`config.mk`:
```
export PLATFORM = sky130hd
export DESIGN_NAME = sched_ws
export DESIGN_NICKNAME = d
export VERILOG_FILES = /design/src/rtl/sched_ws_pkg.sv /design/src/rtl/sched_ws_wait_ctr.sv /design/src/rtl/sched_ws.sv
export SDC_FILE = /design/constraint.sdc
export NUM_CORES = 1
export LEC_CHECK = 0
export CORE_AREA = 5 5 87 89
export CTS_CLUSTER_DIAMETER = 40
export CTS_CLUSTER_SIZE = 30
export DETAILED_ROUTE_END_ITERATION = 8
export DIE_AREA = 0 0 92 94
export PLACE_DENSITY = 0.91
export SETUP_SLACK_MARGIN = 0.5
export SKIP_CTS_REPAIR_TIMING = 1
export SLEW_MARGIN = 15
export SYNTH_ARGS = -nofsm -noshare
export SYNTH_HDL_FRONTEND = slang
export SYNTH_SLANG_ARGS = --single-unit
```
`constraint.sdc`:
```
create_clock -name clk -period 3.8 [get_ports clk]
set_input_delay 0.76 -clock clk [delete_from_list [all_inputs] [get_ports clk]]
set_output_delay 0.76 -clock clk [all_outputs]
set_load 0.02 [all_outputs]
```
`src/rtl/sched_ws_pkg.sv`:
```
// Shared state encodings and defaults for the wait-state phase scheduler.
package sched_ws_pkg;

    localparam int WS_W_DEF = 4;

    localparam logic [2:0] ST_RST  = 3'd0;
    localparam logic [2:0] ST_F    = 3'd1;
    localparam logic [2:0] ST_E    = 3'd2;
    localparam logic [2:0] ST_M    = 3'd3;
    localparam logic [2:0] ST_W    = 3'd4;
    localparam logic [2:0] ST_HALT = 3'd5;
    localparam logic [2:0] ST_WAIT = 3'd6;

    typedef enum logic [2:0] {
        S_RST, S_F, S_E, S_M, S_W, S_HALT
    } state_t;

endpackage

```
`src/rtl/sched_ws_wait_ctr.sv`:
```
// Bus-phase wait counter: load on phase entry, count down to zero.
module sched_ws_wait_ctr #(
    parameter int WS_W = 4
) (
    input  logic            clk,
    input  logic            reset,
    input  logic            load,
    input  logic [WS_W-1:0] load_val,
    input  logic            dec,
    output logic            zero
);
    logic [WS_W-1:0] wc;

    always_ff @(posedge clk) begin
        if (reset)
            wc <= '0;
        else if (load)
            wc <= load_val;
        else if (dec && wc != '0)
            wc <= wc - 1'b1;
    end

    assign zero = (wc == '0);
endmodule

```
`src/rtl/sched_ws.sv`:
```
// Four-phase F/E/M/W scheduler with bus wait states, ready handshake,
// MEM skip, halt/single-step and cycle/retire counters.
module sched_ws
    import sched_ws_pkg::*;
#(
    parameter int WIDTH = 32,
    parameter int WS_W  = WS_W_DEF
) (
    input  logic             clk,
    input  logic             reset,
    input  logic [WS_W-1:0]  wait_cfg,
    input  logic             mem_ready,
    input  logic             skip_mem,
    input  logic             halt,
    input  logic             step,
    output logic             phf,
    output logic             phe,
    output logic             phm,
    output logic             phw,
    output logic             phf_end,
    output logic             phm_end,
    output logic             halted,
    output logic [WIDTH-1:0] cyc_cnt,
    output logic [WIDTH-1:0] ret_cnt,
    output logic [2:0]       clk_stat
);
    state_t state, state_nxt;
    logic   wc_zero, wc_load, wc_dec, bus_done;

    sched_ws_wait_ctr #(.WS_W(WS_W)) u_wait_ctr (
        .clk      (clk),
        .reset    (reset),
        .load     (wc_load),
        .load_val (wait_cfg),
        .dec      (wc_dec),
        .zero     (wc_zero)
    );

    // mem_ready only matters once the programmed waits have elapsed; this is
    // the one combinational input-to-output path (into *_end).
    assign bus_done = wc_zero && mem_ready && !reset;

    always_ff @(posedge clk) begin
        if (reset) begin
            state   <= S_RST;
            cyc_cnt <= '0;
            ret_cnt <= '0;
        end else begin
            state <= state_nxt;
            if (state != S_HALT)
                cyc_cnt <= cyc_cnt + 1'b1;
            if (state == S_W)
                ret_cnt <= ret_cnt + 1'b1;
        end
    end

    always_comb begin
        state_nxt = state;
        case (state)
            S_RST:  state_nxt = S_F;
            S_F:    if (bus_done) state_nxt = S_E;
            S_E:    state_nxt = skip_mem ? S_W : S_M;
            S_M:    if (bus_done) state_nxt = S_W;
            S_W:    state_nxt = halt ? S_HALT : S_F;
            S_HALT: if (step || !halt) state_nxt = S_F;
            default: state_nxt = S_RST;
        endcase
    end

    assign wc_load = (state_nxt == S_F && state != S_F) ||
                     (state_nxt == S_M && state != S_M);
    assign wc_dec  = (state == S_F) || (state == S_M);

    always_comb begin
        phf      = 1'b0;
        phe      = 1'b0;
        phm      = 1'b0;
        phw      = 1'b0;
        halted   = 1'b0;
        clk_stat = ST_RST;
        case (state)
            S_F:    begin phf = 1'b1; clk_stat = wc_zero ? ST_F : ST_WAIT; end
            S_E:    begin phe = 1'b1; clk_stat = ST_E; end
            S_M:    begin phm = 1'b1; clk_stat = wc_zero ? ST_M : ST_WAIT; end
            S_W:    begin phw = 1'b1; clk_stat = ST_W; end
            S_HALT: begin halted = 1'b1; clk_stat = ST_HALT; end
            default: ;
        endcase
    end

    assign phf_end = phf && bus_done;
    assign phm_end = phm && bus_done;
endmodule

```
==> results of run 1 <==
==> registers in the layout, indices dropped and copies added, names as in the netlist <==
name,flops
state,3
cyc_cnt,32
u_wait_ctr.wc,4
ret_cnt,32
==> final cells by class <==
cell class | count | area (µm²) | area share [%]
Clock buffer | 9 | 123.9 | 2.716
Clock inverter | 6 | 86.33 | 1.893
Inverter | 17 | 63.81 | 1.399
Multi-Input combinational cell | 307 | 1932 | 42.36
Sequential cell | 71 | 1421 | 31.17
Tap cell | 80 | 100.1 | 2.195
Timing Repair Buffer | 84 | 833.3 | 18.27
==> worst register-to-register path: stages (launching register included) <==
cell and delay [ps]:
sky130_fd_sc_hd__dfxtp_1 430, sky130_fd_sc_hd__nand4_1 410, sky130_fd_sc_hd__or4_1 900, sky130_fd_sc_hd__nor4_1 430
sky130_fd_sc_hd__mux2_2 370
==> Yosys cell counts, types with 4 or more instances <==
master	instances	area, µm²
sky130_fd_sc_hd__o31ai_1	30	225.2
sky130_fd_sc_hd__nor3_1	8	40.04
sky130_fd_sc_hd__clkbuf_1	23	86.33
sky130_fd_sc_hd__dfxtp_1	71	1421
sky130_fd_sc_hd__a21oi_1	49	245.2
sky130_fd_sc_hd__nand2_1	24	90.09
sky130_fd_sc_hd__nor2_1	25	93.84
sky130_fd_sc_hd__and4_1	5	43.79
sky130_fd_sc_hd__xor2_1	5	43.79
sky130_fd_sc_hd__ha_1	4	50.05
sky130_fd_sc_hd__inv_1	16	60.06
sky130_fd_sc_hd__nor2b_1	6	37.54
sky130_fd_sc_hd__or3_1	15	93.84
sky130_fd_sc_hd__a311oi_1	4	35.03
sky130_fd_sc_hd__xnor2_1	12	105.1
sky130_fd_sc_hd__nand4_1	15	93.84
sky130_fd_sc_hd__nand3_1	19	95.09
sky130_fd_sc_hd__nor4_1	6	37.54
sky130_fd_sc_hd__o21ai_0	16	80.08
sky130_fd_sc_hd__or4_1	32	240.2
==> per-layer routing <==
metal	track usage, %	wire (µm)
met1	23.05	3806
met2	35.22	4363
met3	4.407	320
met4	8.292	136
met5	0	0
==> logic make-up after synthesis <==
kind of cell,after synthesis
adders and majority gates,4
and+or+nand+nor,175
AOI/OAI and AO/OA,106
DFF,71
muxes,5
xor gates and xnor gates,17
buffers and inverters,46
==> power groups by stage <==
stage	clock network [mW]	logic (mW)	registers (mW)
floorplan	0	0.0712	0.781
global placement	0	0.108	0.782
detailed placement	0	0.112	0.782
CTS	0.651	0.112	0.765
global route	0.682	0.122	0.766
finish	0.644	0.112	0.765
==> through the flow <==
stage	setup WS [ps]	hold slack, ps	cell area, µm²	util [%]	std cells
2_1_floorplan	1403	482.5	3536	-	424
3_3_place_gp	848.2	462.6	4350	65.11	559
3_5_place_dp	827.0	480.8	4350	65.11	559
4_1_cts	664.7	492.0	4561	68.26	574
5_1_grt	545.3	499.2	4561	68.26	574
6_report	679.0	494.1	4561	68.26	574
==> cells in the final DEF, fill, tap and decap left out, types with 5 or more instances in the layout <==
master                            netlist  routed
sky130_fd_sc_hd__a21oi_1               49      49
sky130_fd_sc_hd__and4_1                 5       5
sky130_fd_sc_hd__clkbuf_8               0       9
sky130_fd_sc_hd__clkdlybuf4s50_1        0      82
sky130_fd_sc_hd__dfxtp_1               71      71
sky130_fd_sc_hd__inv_1                 16      16
sky130_fd_sc_hd__nand2_1               24      24
sky130_fd_sc_hd__nand3_1               19      19
sky130_fd_sc_hd__nand4_1               15      15
sky130_fd_sc_hd__nor2_1                25      25
sky130_fd_sc_hd__nor2b_1                6       6
sky130_fd_sc_hd__nor3_1                 8       8
sky130_fd_sc_hd__nor4_1                 6       6
sky130_fd_sc_hd__o21ai_0               16      16
sky130_fd_sc_hd__o31ai_1               30      30
sky130_fd_sc_hd__or3_1                 15      15
sky130_fd_sc_hd__or4_1                 32      32
sky130_fd_sc_hd__xnor2_1               12      12
sky130_fd_sc_hd__xor2_1                 5       5
==> worst min-delay path by stage <==
stage | cells after the start | endpoint | from
after floorplan | 2 | u_wait_ctr.wc[1] | u_wait_ctr.wc[1]
after global placement | 2 | ret_cnt[31] | ret_cnt[31]
after detailed placement | 2 | ret_cnt[31] | ret_cnt[31]
after CTS | 2 | ret_cnt[31] | ret_cnt[31]
after global routing | 2 | ret_cnt[31] | ret_cnt[31]
final | 2 | ret_cnt[31] | ret_cnt[31]
==> metrics list, run 1 <==
- Status: complete, no violations
- Cell area power density: 333.5 nW/µm²
- In this run the clock root is driven by a sky130_fd_sc_hd__clkbuf_8.
- Main combinational cell family by area after synthesis: simple AND/OR/NAND/NOR gates
- The synthesized design contains 0 enable-type register cells.
* Shortest clock period the worst path allows after layout: 3121 ps
- Gr ovfl total: 0
- Final number of setup-violating endpoints: 0
* Routed len/inst: 15.03 µm
- In this run the worst path has a maximum fanout of 5.
- The synthesized netlist devotes 18.22% of its cell area to compound gates.
- Core area: 6681 µm²
* Count of final max-slew check failures: 0
- No sink is reached through more buffers than the 2 on the longest clock path.
- Gate count after technology mapping: 424
- Worst Path Arrival: 2360 ps
* Library cells used by synthesis: 45
* Synth Area in Simple Gates: 29.26%
* Async set or reset register ratio after synthesis: 0%
- Via count of the first global-routing pass: 3184
- Part of the total power dissipated in the clock network: 42.3%
- The post-route netlist has 5.668% of its cells at a drive strength greater than 1.
- Worst Reg2Reg Path Length in Cells: 4
- First-pass GRT wire length: 14190 µm
- CTS tree: done
- Using the TritonRoute via totals, the vias-per-cell ratio works out to 5.993.
- Post-synthesis mux area share: 1.522%
- Counting stages on the worst path, the most repeated cell is sky130_fd_sc_hd__nor2_1.
* Kind of end point of the critical path: output port
- Synth Area in Adders: 1.415%
* Critical path type: reg -> out
- Critical path depth: 7
* Antenna-violating nets left: 0
* Launching instance or port of the critical path: u_wait_ctr.wc[0]
- Buffers inserted during clock tree synthesis total 9.
- Setup slack on the worst reg-to-reg path comes out at 1150 ps.
- Based on the critical path, the design can be clocked at up to 320.4 MHz.
* Hold WC Path Type: reg -> reg
* Final count of hold timing violations: 0
- Category of cells accounting for the largest share of critical-path delay: simple AND/OR/NAND/NOR gates
- Post-detailed-routing wire length: 8626 µm
- After routing, the total negative slack on setup checks comes to 0 ps.
- Kind of start point of the critical path: register
- Overall power: 1.521 mW
- CTS H-tree lvls: 3
- Clk pin slew, worst setup/hold paths: 80 ps
* Port Buf Inserts: 83
* Synthesis-stage register bit count: 71
* Final clock period utilization by the worst path: 82.13%
- The floorplan step set the die width to 92 µm.
* Data required, critical path: 3040 ps
- Launch instance of the worst register-to-register path: ret_cnt[8]
- In this run the worst setup path terminates at clk_stat[0].
- After floorplanning, the core was divided into 30 placement rows.
- Pin slew with the least headroom to its limit: 840.6 ps
* Peak supply drop: 298.5 µV
* Pin count of the biggest net entering global routing: 73
- Summing every instance area after synthesis gives 3536 µm².
* Cell-internal power: 1.167 mW
* Slowest Stage Delay on Critical Path: 610 ps
- Area grow syn2layout: 28.98%
- The clock drives 71 sinks.
- At the later pin of the worst-skew pair, clock insertion delay measures 340 ps.
- The worst pin sits at a relative slew slack of 43.80%.
* Prevailing post-synth register cell: sky130_fd_sc_hd__dfxtp_1
- Net count of the mapped netlist: 438
- Counting the fill cells in the layout gives 548.
* Number of buffer and inverter instances along the worst setup path: 2
- For this design the total switching power over the nets is 353.5 µW.
- Fraction of power consumed by combinational cells: 7.3%
- Cells along the critical path: inv_1 > ha_1 > or3b_2 > nor2_1 > nor2_1 > nor2_1 > clkdlybuf4s50_1
* DR DRC count: 0
* First drt pass iteration count: 4
- The floorplan step defined a die boundary enclosing 8648 µm².
- Post-DP HPWL: 5981 µm
- Across every metal layer, demand over resource in global routing totals 19.85%.
- Number of synthesis warnings: 0
* Top-Level Pins: 84
- The number of antenna violations at the first check in global routing is 0.
* Antenna diodes: 0
* Post-Synth XOR/XNOR Area: 4.211%
* Worst-case clock skew: 8.533 ps
* Unrepaired setup endpoints after global routing: no
* Leakage component of the power: 1.389 nW
* Share of the yosys chip area belonging to registers: 40.20%
* Final layout net count: 504
- In this run the critical register-to-register path is captured at ret_cnt[29].
- Count of routing violations after the opening detailed-route iteration: 128
* Count of maximum capacitance violations: 0
- Across all layers, the routed design uses 3440 vias.
- Part of the power in registers: 50.3%
- Once the floorplan was initialized, standard cells occupied 52.92% of the core.
- Among all stages on the critical path, the largest delay is contributed by sky130_fd_sc_hd__clkdlybuf4s50_1.
- Fraction of power spent switching nets: 23.24%
* Die span in y: 94 µm
* Routability congestion estimate from global placement: 0.8778
- Average cell area after synthesis: 8.339 µm²
Note: power is estimated with default switching activity, not from simulation.
==> run 2: changes to the inputs <==
--- a/config.mk
+++ b/config.mk
@@ -5,12 +5,12 @@
 export SDC_FILE = /design/constraint.sdc
 export NUM_CORES = 1
 export LEC_CHECK = 0
-export CORE_AREA = 5 5 87 89
+export CORE_AREA = 5 5 95 97
 export CTS_CLUSTER_DIAMETER = 40
 export CTS_CLUSTER_SIZE = 30
 export DETAILED_ROUTE_END_ITERATION = 8
-export DIE_AREA = 0 0 92 94
-export PLACE_DENSITY = 0.91
+export DIE_AREA = 0 0 100 102
+export PLACE_DENSITY = 0.81
 export SETUP_SLACK_MARGIN = 0.5
 export SKIP_CTS_REPAIR_TIMING = 1
 export SLEW_MARGIN = 15
==> constraint.sdc (replaced) <==
create_clock -name clk -period 2.8 [get_ports clk]
set_input_delay 0.56 -clock clk [delete_from_list [all_inputs] [get_ports clk]]
set_output_delay 0.56 -clock clk [all_outputs]
set_load 0.02 [all_outputs]
==> metrics list, run 2 (same netlist as run 1, synthesis figures left out) <==
* Crit Path Max Fanout: 5 (unchanged)
- The later-pin clock latency in the skew report was 350 ps (about the same).
* Number of antenna violations at the first check in global routing: 0 (unchanged)
- The share of post-route cells with drive strength above 1 was 11.33% (+5.7 points).
- First drt pass iteration count: 4 (unchanged)
- Chip width: 100 µm (+8.7%)
- Timing would allow up to 424.6 MHz.
- Most used cells in the layout excluding fill and tap cells: sky130_fd_sc_hd__clkdlybuf4s50_1, sky130_fd_sc_hd__dfxtp_1, sky130_fd_sc_hd__a21oi_1
* Peak supply drop: 297.1 µV (-0.45%)
* Final number of setup-violating endpoints: 0 (unchanged)
- The final critical path takes up 84.12% of the cycle.
- Inserted Clock Buffers: 9 (unchanged)
- The maximum number of pins on one net before global-route repair is 73 (unchanged).
* Antenna-violating nets left: 0 (unchanged)
- Via total after detailed routing: 3617 (+5.1%)
* Commonest non-fill, non-tap cell in the layout: sky130_fd_sc_hd__clkdlybuf4s50_1
* Registers with the most flip-flops: cyc_cnt (32), ret_cnt (32), u_wait_ctr.wc (4)
* Routed len/inst: 15.86 µm (+5.5%)
* Pin slew with the least headroom to its limit: 753.2 ps (-87.33 ps)
* Kind of end point of the critical path: output port
* Data required, critical path: 2240 ps (-800 ps)
- Count of routing violations after the opening detailed-route iteration: 162 (+27%)
- Relative to the synthesized area, the layout overhead comes to 35.17%.
* Post-detailed-routing wire length: 9640 µm (+12%)
- Count of final max-slew check failures: 0 (unchanged)
* Clk pin slew, worst setup/hold paths: 80 ps (about the same)
- Headroom to the max-slew limit: 49.78% (+6.0 points)
- Total non-filler cell area in the finished layout: 4780 µm² (+4.8%)
- The number of global-route vias before repair came to 3264 (+2.5%).
- STA classifies the critical path startpoint as a register.
* Antenna diodes: 0 (unchanged)
* Post-Route Hold Slack: 490.9 ps (-3.189 ps)
- Worst-case clock skew: 15.50 ps (+6.963 ps)
- Count of maximum capacitance violations: 0 (unchanged)
- Top-Level Pins: 84 (unchanged)
* DR DRC count: 0 (unchanged)
* Multi-input combinational cell area: 2046 µm² (+5.9%)
- The area of the die was 10200 µm² (+18%).
- Number of fill cells: 744 (+36%)
- Die span in y: 102 µm (+8.5%)
- The arrival time at the worst endpoint is 1800 ps (-560 ps).
- The global-route wire length before repair was 14730 µm (+3.8%).
* Core area: 8051 µm² (+21%)
- The total overflow reported by the global router came to 0 (unchanged).
- Port Buf Inserts: 83 (unchanged)
- Share of the core filled with cells: 59.36% (-8.9 points)
* Leakage component of the power: 1.545 nW (+11%)
- # rows: 33 (+10%)
- Unrepaired setup endpoints after global routing: yes
- Final layout net count: 513 (+1.8%)
* Detailed-route vias per instance: 5.949 (-0.73%)
- CTS H-tree lvls: 3 (unchanged)
- The flow ran to the end, and the final reports show no timing, DRC or antenna violations.
- Area used by sequential logic in the layout: 1429 µm² (+0.53%)
- Starting density of the core: 43.92% (-9.0 points)
* Routability congestion estimate from global placement: 0.8378 (-4.6%)
- Critical path type: reg -> out
- The clock sink count came to 71 (unchanged).
- The placed instance area came to 4427 µm² (+1.8%).
- Cell area power density: 463.2 nW/µm² (+39%)
* Hold WC Path Type: reg -> reg
- Post-DP HPWL: 5987 µm (+0.10%)
* Clock Tree Buf Depth: 2 (unchanged)
- Final count of hold timing violations: 0 (unchanged)
* Global-route total usage across every layer: 17.46% (-2.4 points)
* Root Buffer Master: sky130_fd_sc_hd__clkbuf_8
- Shortest clock period the worst path allows after layout: 2355 ps
- TritonCTS built the clock tree.
[run 2: changes by cell type in the layout (fill, tap and decap cells not counted), sizes merged]
cell / previous run / this run
clkinv: 3 / 1
or4b: 3 / 6
clkbuf: 9 / 12
dlymetal6s2s: 0 / 5
bufinv: 2 / 3
clkdlybuf4s50: 82 / 72
buf: 2 / 11
[run 2: stage by stage]
step           TNS [ps]  cells  power (mW)  worst slack [ps]
2_1_floorplan         0    424       1.157             623.8
3_3_place_gp          0    590       1.213             236.7
3_5_place_dp          0    590       1.216             243.2
4_1_cts          -240.2    605       2.215            -128.3
5_1_grt               0    608       2.296             374.6
6_report              0    608       2.214             444.7
[run 2: power by group]
part           switching, mW  internal (mW)
Sequential            0.0186           1.02
Combinational         0.0942         0.0744
Clock                  0.394          0.613
Total                  0.506           1.71
[run 2: path summary, 6_finish.rpt]
| path | start | endpoint | slack (ps) | depth (start not counted) |
|---|---|---|---|---|
| max | u_wait_ctr.wc[0] | clk_stat[0] | 440 | 7 |
| min | cyc_cnt[31] | cyc_cnt[31] | 490 | 2 |
| min reg2reg | cyc_cnt[31] | cyc_cnt[31] | 490 | 2 |
| max reg2reg | state[1] | ret_cnt[25] | 600 | 5 |
[run 2: layout make-up]
cell class,count,area share (%)
multi-input combinational,310,42.80
timing repair buffer,90,18.12
tap,105,2.749
sequential,71,29.90
inverter,17,1.335
clock inverter,5,2.225
clock buffer,10,2.880
[run 2: metal layers]
layer	wire [µm]	part of all wire (%)	track usage [%]
met4	147	1.5	5.907
met2	4484	47	28.89
met5	0	0	0
met3	614	6.4	5.870
met1	4393	46	21.45
[run 2: worst max-delay path: stages (launching register included)]
cell and delay, ps:
sky130_fd_sc_hd__dfxtp_1 320, sky130_fd_sc_hd__inv_2 100, sky130_fd_sc_hd__ha_4 150, sky130_fd_sc_hd__or3b_4 420
sky130_fd_sc_hd__nor2_1 120, sky130_fd_sc_hd__nor2_1 60, sky130_fd_sc_hd__nor2_1 100, sky130_fd_sc_hd__clkbuf_2 180
